==> src/rtl/key_event_controller.sv <==
// key_event_controller
//   Converts NUM_KEYS debounced key levels into PRESS / RELEASE / LONG /
//   REPEAT events. Each key has a small FSM driven by its edges and a shared
//   hold-tick prescaler. A one-deep pending slot per key buffers raised
//   events, and a round-robin arbiter moves them onto one valid/ready port.
//
// Ports
//   clock        in   rising-edge clock for all logic
//   reset        in   synchronous, active-high
//   signal       in   [NUM_KEYS]  debounced levels, 1 = pressed
//   event_valid  out  event payload valid
//   event_ready  in   consumer accepts when valid & ready at the edge
//   event_key    out  [KW]  key index of the event
//   event_type   out  [2]   0 PRESS, 1 RELEASE, 2 LONG, 3 REPEAT
//   overrun      out  [NUM_KEYS]  sticky: key overwrote an unconsumed event
module key_event_controller #(
    parameter int unsigned NUM_KEYS     = 4,
    parameter int unsigned TICK_DIV     = 1000,
    parameter int unsigned LONG_TICKS   = 50,
    parameter int unsigned REPEAT_TICKS = 10,
    localparam int unsigned KW          = $clog2(NUM_KEYS)
) (
    input  logic                clock,
    input  logic                reset,
    input  logic [NUM_KEYS-1:0] signal,
    output logic                event_valid,
    input  logic                event_ready,
    output logic [KW-1:0]       event_key,
    output logic [1:0]          event_type,
    output logic [NUM_KEYS-1:0] overrun
);

    localparam int unsigned MAXT = (LONG_TICKS > REPEAT_TICKS) ? LONG_TICKS : REPEAT_TICKS;
    localparam int unsigned CW   = (MAXT > 1) ? $clog2(MAXT) : 1;
    localparam int unsigned PW   = $clog2(TICK_DIV);

    typedef enum logic [1:0] {
        ST_IDLE,
        ST_DOWN,
        ST_HELD
    } state_t;

    typedef enum logic [1:0] {
        EV_PRESS   = 2'd0,
        EV_RELEASE = 2'd1,
        EV_LONG    = 2'd2,
        EV_REPEAT  = 2'd3
    } ev_t;

    // Edge detection and prescaler
    logic [NUM_KEYS-1:0] prev_q;
    logic [PW-1:0]       presc_q, presc_d;
    logic [NUM_KEYS-1:0] rise, fall;
    logic                tick;

    // Per-key FSM
    state_t              state_q [NUM_KEYS];
    state_t              state_d [NUM_KEYS];
    logic [CW-1:0]       cnt_q   [NUM_KEYS];
    logic [CW-1:0]       cnt_d   [NUM_KEYS];
    logic [NUM_KEYS-1:0] raise;
    ev_t                 rtype   [NUM_KEYS];

    // Pending slots and overrun flags
    logic [NUM_KEYS-1:0] pend_v_q, pend_v_d;
    ev_t                 pend_t_q [NUM_KEYS];
    ev_t                 pend_t_d [NUM_KEYS];
    logic [NUM_KEYS-1:0] ovr_q, ovr_d;

    // Arbiter and output register
    logic                load, found;
    logic [KW-1:0]       grant;
    logic [NUM_KEYS-1:0] drain;
    logic                out_v_q, out_v_d;
    logic [KW-1:0]       out_key_q, out_key_d;
    ev_t                 out_t_q, out_t_d;
    logic [KW-1:0]       last_q, last_d;

    assign rise = signal & ~prev_q;
    assign fall = ~signal & prev_q;
    assign tick = (presc_q == PW'(TICK_DIV - 1));

    always_comb begin
        presc_d = tick ? '0 : presc_q + PW'(1);
    end

    // Per-key FSM: fall outranks a coincident tick in DOWN and HELD.
    always_comb begin
        raise = '0;
        for (int unsigned k = 0; k < NUM_KEYS; k++) begin
            state_d[k] = state_q[k];
            cnt_d[k]   = cnt_q[k];
            rtype[k]   = EV_PRESS;
            case (state_q[k])
                ST_IDLE: begin
                    if (rise[k]) begin
                        state_d[k] = ST_DOWN;
                        cnt_d[k]   = '0;
                        raise[k]   = 1'b1;
                        rtype[k]   = EV_PRESS;
                    end
                end
                ST_DOWN: begin
                    if (fall[k]) begin
                        state_d[k] = ST_IDLE;
                        raise[k]   = 1'b1;
                        rtype[k]   = EV_RELEASE;
                    end else if (tick) begin
                        if (cnt_q[k] == CW'(LONG_TICKS - 1)) begin
                            state_d[k] = ST_HELD;
                            cnt_d[k]   = '0;
                            raise[k]   = 1'b1;
                            rtype[k]   = EV_LONG;
                        end else begin
                            cnt_d[k] = cnt_q[k] + CW'(1);
                        end
                    end
                end
                ST_HELD: begin
                    if (fall[k]) begin
                        state_d[k] = ST_IDLE;
                        raise[k]   = 1'b1;
                        rtype[k]   = EV_RELEASE;
                    end else if (tick) begin
                        if (cnt_q[k] == CW'(REPEAT_TICKS - 1)) begin
                            cnt_d[k] = '0;
                            raise[k] = 1'b1;
                            rtype[k] = EV_REPEAT;
                        end else begin
                            cnt_d[k] = cnt_q[k] + CW'(1);
                        end
                    end
                end
                default: begin
                    state_d[k] = ST_IDLE;
                    cnt_d[k]   = '0;
                end
            endcase
        end
    end

    // Round-robin search starting one past the last granted key.
    always_comb begin
        int unsigned idx;
        load  = !out_v_q || event_ready;
        found = 1'b0;
        grant = '0;
        drain = '0;
        for (int unsigned i = 1; i <= NUM_KEYS; i++) begin
            idx = (32'(last_q) + i) % NUM_KEYS;
            if (!found && pend_v_q[idx]) begin
                found = 1'b1;
                grant = KW'(idx);
            end
        end
        if (load && found) begin
            drain[grant] = 1'b1;
        end
    end

    // A slot drained this cycle frees room for a new event without overrun.
    always_comb begin
        ovr_d = ovr_q;
        for (int unsigned k = 0; k < NUM_KEYS; k++) begin
            pend_v_d[k] = pend_v_q[k];
            pend_t_d[k] = pend_t_q[k];
            if (raise[k]) begin
                if (pend_v_q[k] && !drain[k]) begin
                    ovr_d[k] = 1'b1;
                end
                pend_v_d[k] = 1'b1;
                pend_t_d[k] = rtype[k];
            end else if (drain[k]) begin
                pend_v_d[k] = 1'b0;
            end
        end
    end

    always_comb begin
        out_v_d   = out_v_q;
        out_key_d = out_key_q;
        out_t_d   = out_t_q;
        last_d    = last_q;
        if (load) begin
            if (found) begin
                out_v_d   = 1'b1;
                out_key_d = grant;
                out_t_d   = pend_t_q[grant];
                last_d    = grant;
            end else begin
                out_v_d = 1'b0;
            end
        end
    end

    // prev keeps sampling during reset so a key held across reset gives no PRESS.
    always_ff @(posedge clock) begin
        prev_q <= signal;
        if (reset) begin
            presc_q   <= '0;
            pend_v_q  <= '0;
            ovr_q     <= '0;
            out_v_q   <= 1'b0;
            out_key_q <= '0;
            out_t_q   <= EV_PRESS;
            last_q    <= KW'(NUM_KEYS - 1);
            for (int unsigned k = 0; k < NUM_KEYS; k++) begin
                state_q[k]  <= ST_IDLE;
                cnt_q[k]    <= '0;
                pend_t_q[k] <= EV_PRESS;
            end
        end else begin
            presc_q   <= presc_d;
            pend_v_q  <= pend_v_d;
            ovr_q     <= ovr_d;
            out_v_q   <= out_v_d;
            out_key_q <= out_key_d;
            out_t_q   <= out_t_d;
            last_q    <= last_d;
            for (int unsigned k = 0; k < NUM_KEYS; k++) begin
                state_q[k]  <= state_d[k];
                cnt_q[k]    <= cnt_d[k];
                pend_t_q[k] <= pend_t_d[k];
            end
        end
    end

    assign event_valid = out_v_q;
    assign event_key   = out_key_q;
    assign event_type  = out_t_q;
    assign overrun     = ovr_q;

endmodule

==> config.mk <==
export PLATFORM = sky130hd
export DESIGN_NAME = key_event_controller
export DESIGN_NICKNAME = d
export VERILOG_FILES = /design/src/rtl/key_event_controller.sv
export SDC_FILE = /design/constraint.sdc
export NUM_CORES = 1
export LEC_CHECK = 0
export CAP_MARGIN = 20
export CORE_ASPECT_RATIO = 1.75
export CORE_MARGIN = 5
export CORE_UTILIZATION = 26
export DETAILED_ROUTE_END_ITERATION = 8
export HOLD_SLACK_MARGIN = 0.15
export SLEW_MARGIN = 10
export SYNTH_ARGS = -nofsm -noshare
export SYNTH_HDL_FRONTEND = slang
export SYNTH_SLANG_ARGS = --single-unit
==> constraint.sdc <==
create_clock -name clock -period 2.3 [get_ports clock]
set_clock_uncertainty 0.1 [all_clocks]
set_input_delay 0.46 -clock clock [delete_from_list [all_inputs] [get_ports clock]]
set_output_delay 0.46 -clock clock [all_outputs]
set_load 0.03 [all_outputs]
-- Word-level counts from Yosys, hierarchy flattened
Memory sizes are Yosys's and may differ from the RTL's. A register that Yosys moved wholly into a read port is not among the register bits.
Cells that the tools add are included.
- register bits after elaboration: 27
- RAM bits: 40
- bits of input ports: 7
- memories kept: 3
- $add $sub $neg: 9
- magnitude comparators: 6
- equal/unequal tests: 21
- mux-type cells: 163
- bitwise operators: 16
- reduce and logical (&&, ||, !) cells: 36
- memories (name ; words ; width ; read ports ; clocked after Yosys merged registers in ; write ports ; RTL line ; source):
    cnt_q ; 4 ; 6 ; 4 ; 0 ; 4 ; 59 ; logic [CW-1:0] cnt_q [NUM_KEYS];
    pend_t_q ; 4 ; 2 ; 1 ; 1 ; 4 ; 66 ; ev_t pend_t_q [NUM_KEYS];
    state_q ; 4 ; 2 ; 4 ; 0 ; 4 ; 57 ; state_t state_q [NUM_KEYS];
- operators by type and width (kind ; number):
    6-bit two-way mux ; 32
    2-bit two-way mux ; 60
    6-bit case mux with 3 select lines ; 4
    1-bit two-way mux ; 49
    6-bit by 1-bit adder with 6-bit output, second input constant ; 4
    6-bit by 4-bit equality test with 1-bit output, second input constant ; 4
    6-bit equality test, second input constant ; 4
    2-bit case mux with 3 select lines ; 4
    2-bit AND reduction ; 9
    2-bit case mux with 2 select lines ; 4
    2-bit by 3-bit less-than comparator with 1-bit output, second input constant ; 5
    1-bit OR ; 12
    1-bit case mux with 3 select lines ; 4
    10-bit by 1-bit adder with 10-bit output, second input constant ; 1
    10-bit equality test, second input constant ; 1
    1-bit logical AND ; 9
    4-bit bitwise AND ; 2
    1-bit binary-select mux with 2-bit select ; 4
    2-bit by 1-bit equality test with 1-bit output, second input constant ; 4
    2-bit equality test, second input constant ; 4
    1-bit zero test ; 8
    2-bit zero test ; 4
    4-bit NOT ; 2
    2-bit nonzero test ; 4
    8 further kinds ; 13

-- Logic depth before layout (Yosys ltp)
- depth after elaboration: 21
- depth in mapped cells: 9
- gate-level depth less buffers: 7

-- Least setup slack after synthesis
Ideal clock, no wire load.
- path kind: flip-flop to flip-flop
- start point: register presc_q[0]
- end point: memory pend_t_q[2][1] (netlist name) (data pin)
- setup time: 0.271 ns
- arrival: 1.675 ns
- slack: 0.254 ns
- cell stages (with the launch flop): 9
- path buffers: 2
- clock period less this slack: 2.046 ns
- cell sequence: dfxtp_1 -> ha_1 -> and4b_1 -> buf_6 -> and3_2 -> buf_2 -> a32oi_1 -> nand2b_1 -> nor4_1
- RTL lines (item ; RTL line ; source):
    start: declaration ; 52 ; logic [PW-1:0] presc_q, presc_d;
    start signal: assignment ; 213 ; presc_q <= presc_d;
    end: declaration ; 66 ;

==> results.md <==
- CP Max Fanout: 5
- Max-cap violation count: 0
- CP cell instances: ha_2 > and4b_1 > buf_4 > a41oi_2 > a21o_4 > or4_1 > a21oi_1
- CTS root buf: clkbuf_16
- Setup TNS: 0 ps
- GP Congestion: 0.821
- Largest family of logic cells by synthesized area: simple AND/OR/NAND/NOR gates
- Top cell family by delay on the critical path: simple AND/OR/NAND/NOR gates
- Hold Buf Count CTS: 0
- Crit path buf inv count: 1
- Cell variety after synth: 60
- Vias: ~3800
- Area contributors post-synth: dfxtp_1 29%, ha_1 7.5%, edfxtp_1 5.8%
- Total Routing Usage GR: around 11%
- Antenna cell count: 0
- Internal power: 2.47 mW
- WS Path Type: reg2reg
- Hold Crit Class: reg2reg
- CTS Sinks: 69
- Worst-Margin Slew: approximately 570 ps
- Initial antenna violation count: 0
- Total number of yosys warnings: 0
- Clk pwr share: 43.4%
- Syn Nets: between 500 and 600
- Clock Pin Slew Worst Setup and Hold Paths: roughly 50 ps
- Avg WL per Cell: approximately 14 um
- Overall Power: 3.36 mW
- Synthesized cell area: 0.00417 mm^2
- Post-synthesis sequential area ratio: 35.0%
- Number of synthesized flops with an enable pin: 8
- Fin crit share: 92.9%
- IO Port Bufs: 15
- CP Launch Type: register
- Worst EP required: 2460 ps
- Fmax: 468 MHz
- Outcome: completed
- Ys async rst share: 0%
- Max-slew violation count: 0
- RSZ-0062 raised after global routing: false
- Layout overhead on the synthesized area: 19.6%
- Starting density of the core: a little over a quarter
- Final setup viols: 0
- Synth cell count leaders: 61 x dfxtp_1, 42 x a21oi_1, 36 x nor2_1
- Simple logic cell fraction of the synthesized area: 28.6%
- Area of the core: about 0.016 mm^2
- Flop pwr share: about two fifths
- Slowest stage delay, CP: 490 ps
- Top FF cell, synth: dfxtp_1
- Residual DRC count: 0
- Clock buffer depth: 2
- Post-CTS setup buffer count: 0
- Mean Syn Cell Area: 8.62 um^2
- Power per Cell Area: approximately 670 mW/mm^2
- Compound-cell area share of the yosys netlist: 22.3%
- Pin count of the biggest net entering global routing: 46
- Top-count cell post-synth: dfxtp_1
- Mapped Cells: 484
- Post-Route WL: between 10 and 15 mm
- Crit end category: register
- Xor and xnor area share after synthesis: 1.68%
- Top-Level Pins: 16
- Nets: between 500 and 600
- Worst VDD drop: 0.371 mV
- Number of global-route vias before repair: 3798
- Worst path slowest cell: or4_1
- Leak: 1.70 nW
- Data arrival time of the worst path: 2290 ps
- CTS tree: done
- Rows: 61
- Adder-cell area share of the yosys netlist: ~7.5%
- Post-DP HPWL: 7.51 mm
- Die height: approximately 180 um
- Yosys top cell by area: dfxtp_1
- Die width: 106 um
- Multiplexer share of the synthesized area: 1.02%
- Final hold viol count: 0
- Top cell type's share of synthesized area: 29.3%
- Power share of the combinational group: 16.7%
- Via/cell ratio: about 5.3
- Switch Pwr: a little under 900 uW
- First-pass GRT wire length: 17.4 mm
- Die area: 0.0188 mm^2
- Sw frac: 26.5%
- Fin crit period: ~2100 ps
- Synthesized flop and latch total: 69
- Relative slew slack: 62.2%
- TritonCTS Buffers: 9
- 1st-iter DRT viols: 188
- H-tree depth: 3
- First drt pass iteration count: 5
- Worst-Skew Late Latency: about 340 ps
- Share of layout cells above drive strength 1: 9.94%
- Remaining antenna violation count: 0
- Total gr overflow: 0
cells in the final DEF, fill, tap and decap left out, types with 4 or more instances in the layout:
| cell type | count |
|---|---|
| and3_1 | 6 |
| or4_1 | 6 |
| nand4b_1 | 5 |
| o31ai_1 | 8 |
| o21a_1 | 5 |
| nand4bb_1 | 5 |
| buf_4 | 24 |
| xnor2_1 | 4 |
| nor2b_1 | 13 |
| dfxtp_1 | 60 |
| clkbuf_16 | 9 |
| clkdlybuf4s50_1 | 14 |
| a2bb2oi_1 | 4 |
| a22oi_1 | 12 |
| a31oi_1 | 7 |
| nand3b_1 | 19 |
| xor2_1 | 4 |
| o21ai_0 | 19 |
| nor3b_1 | 7 |
| a21oi_1 | 42 |
| inv_1 | 22 |
| nand2b_1 | 24 |
| nand2_1 | 23 |
| edfxtp_1 | 8 |
| a21boi_0 | 5 |
| ha_1 | 24 |
| nand3_1 | 21 |
| o2bb2ai_1 | 4 |
| nor2_1 | 36 |
| nor3_1 | 12 |
| nor4_1 | 9 |
kinds of logic after synthesis:
group | after synthesis
xor gates and xnor gates | 8
adders and majority gates | 25
AOI/OAI and AO/OA | 136
muxes | 4
DFF | 69
buffers and inverters | 39
and+or+nand+nor | 203
through the flow:
step	hold WS (ps)	util (%)	area [um^2]	setup WS (ps)	std cells
2_1_floorplan	357	-	4170	254	484
6_report	355	31.4	4990	164	712
3_5_place_dp	349	29.4	4670	29.1	696
4_1_cts	360	31.4	4980	128	712
3_3_place_gp	347	29.4	4670	52.1	696
5_1_grt	364	31.4	4990	25.4	712
worst paths after layout:
check / cells after the start / slack, ps / startpoint / end
worst max register to register: 7 / 160 / presc_q[0]$_SDFF_PP0_ / cnt_q[3][5]$_SDFFE_PP0P_
worst min register to register: 1 / 350 / presc_q[0]$_SDFF_PP0_ / presc_q[0]$_SDFF_PP0_
worst max-delay path: 7 / 160 / presc_q[0]$_SDFF_PP0_ / cnt_q[3][5]$_SDFFE_PP0P_
worst min-delay path: 1 / 350 / presc_q[0]$_SDFF_PP0_ / presc_q[0]$_SDFF_PP0_
registers in the layout, indices dropped and copies added, names as in the netlist:
signal,flops
cnt_q,24
event_type,2
pend_v_q,4
event_key,2
last_q,2
presc_q,10
state_q,8
overrun,4
prev_q,4
pend_t_q,8
event_valid,1
cell type report:
type	count	area, um^2
fill	1641	10900
multi-input combinational	376	2550
sequential	69	1460
timing repair buffer	40	345
clock buffer	12	236
tap	189	236
inverter	22	82.6
clock inverter	4	72.6
power by group through the flow:
stage | Clock [mW] | Sequential, mW | Combinational, mW
after global routing | 1.55 | 1.35 | 0.623
final | 1.46 | 1.34 | 0.563
after detailed placement | 0 | 1.36 | 0.561
after CTS | 1.50 | 1.34 | 0.562
after global placement | 0 | 1.36 | 0.550
after floorplan | 0 | 1.38 | 0.344
per-layer routing:
| layer | vias up | GRT usage [%] | part of all wire (%) |
|---|---|---|---|
| li1 | 1873 | - | - |
| met1 | 1783 | 11.3 | 38 |
| met2 | 85 | 21.7 | 55 |
| met3 | 24 | 1.53 | 3.2 |
| met4 | 0 | 6.00 | 3.8 |
| met5 | - | 0 | 0 |
repair_timing:
action	in CTS	in global routing
endpoints found under the hold margin	0	0
setup endpoints to repair	0	6
resized for setup	0	3
Note: power is estimated with default switching activity, not from simulation.
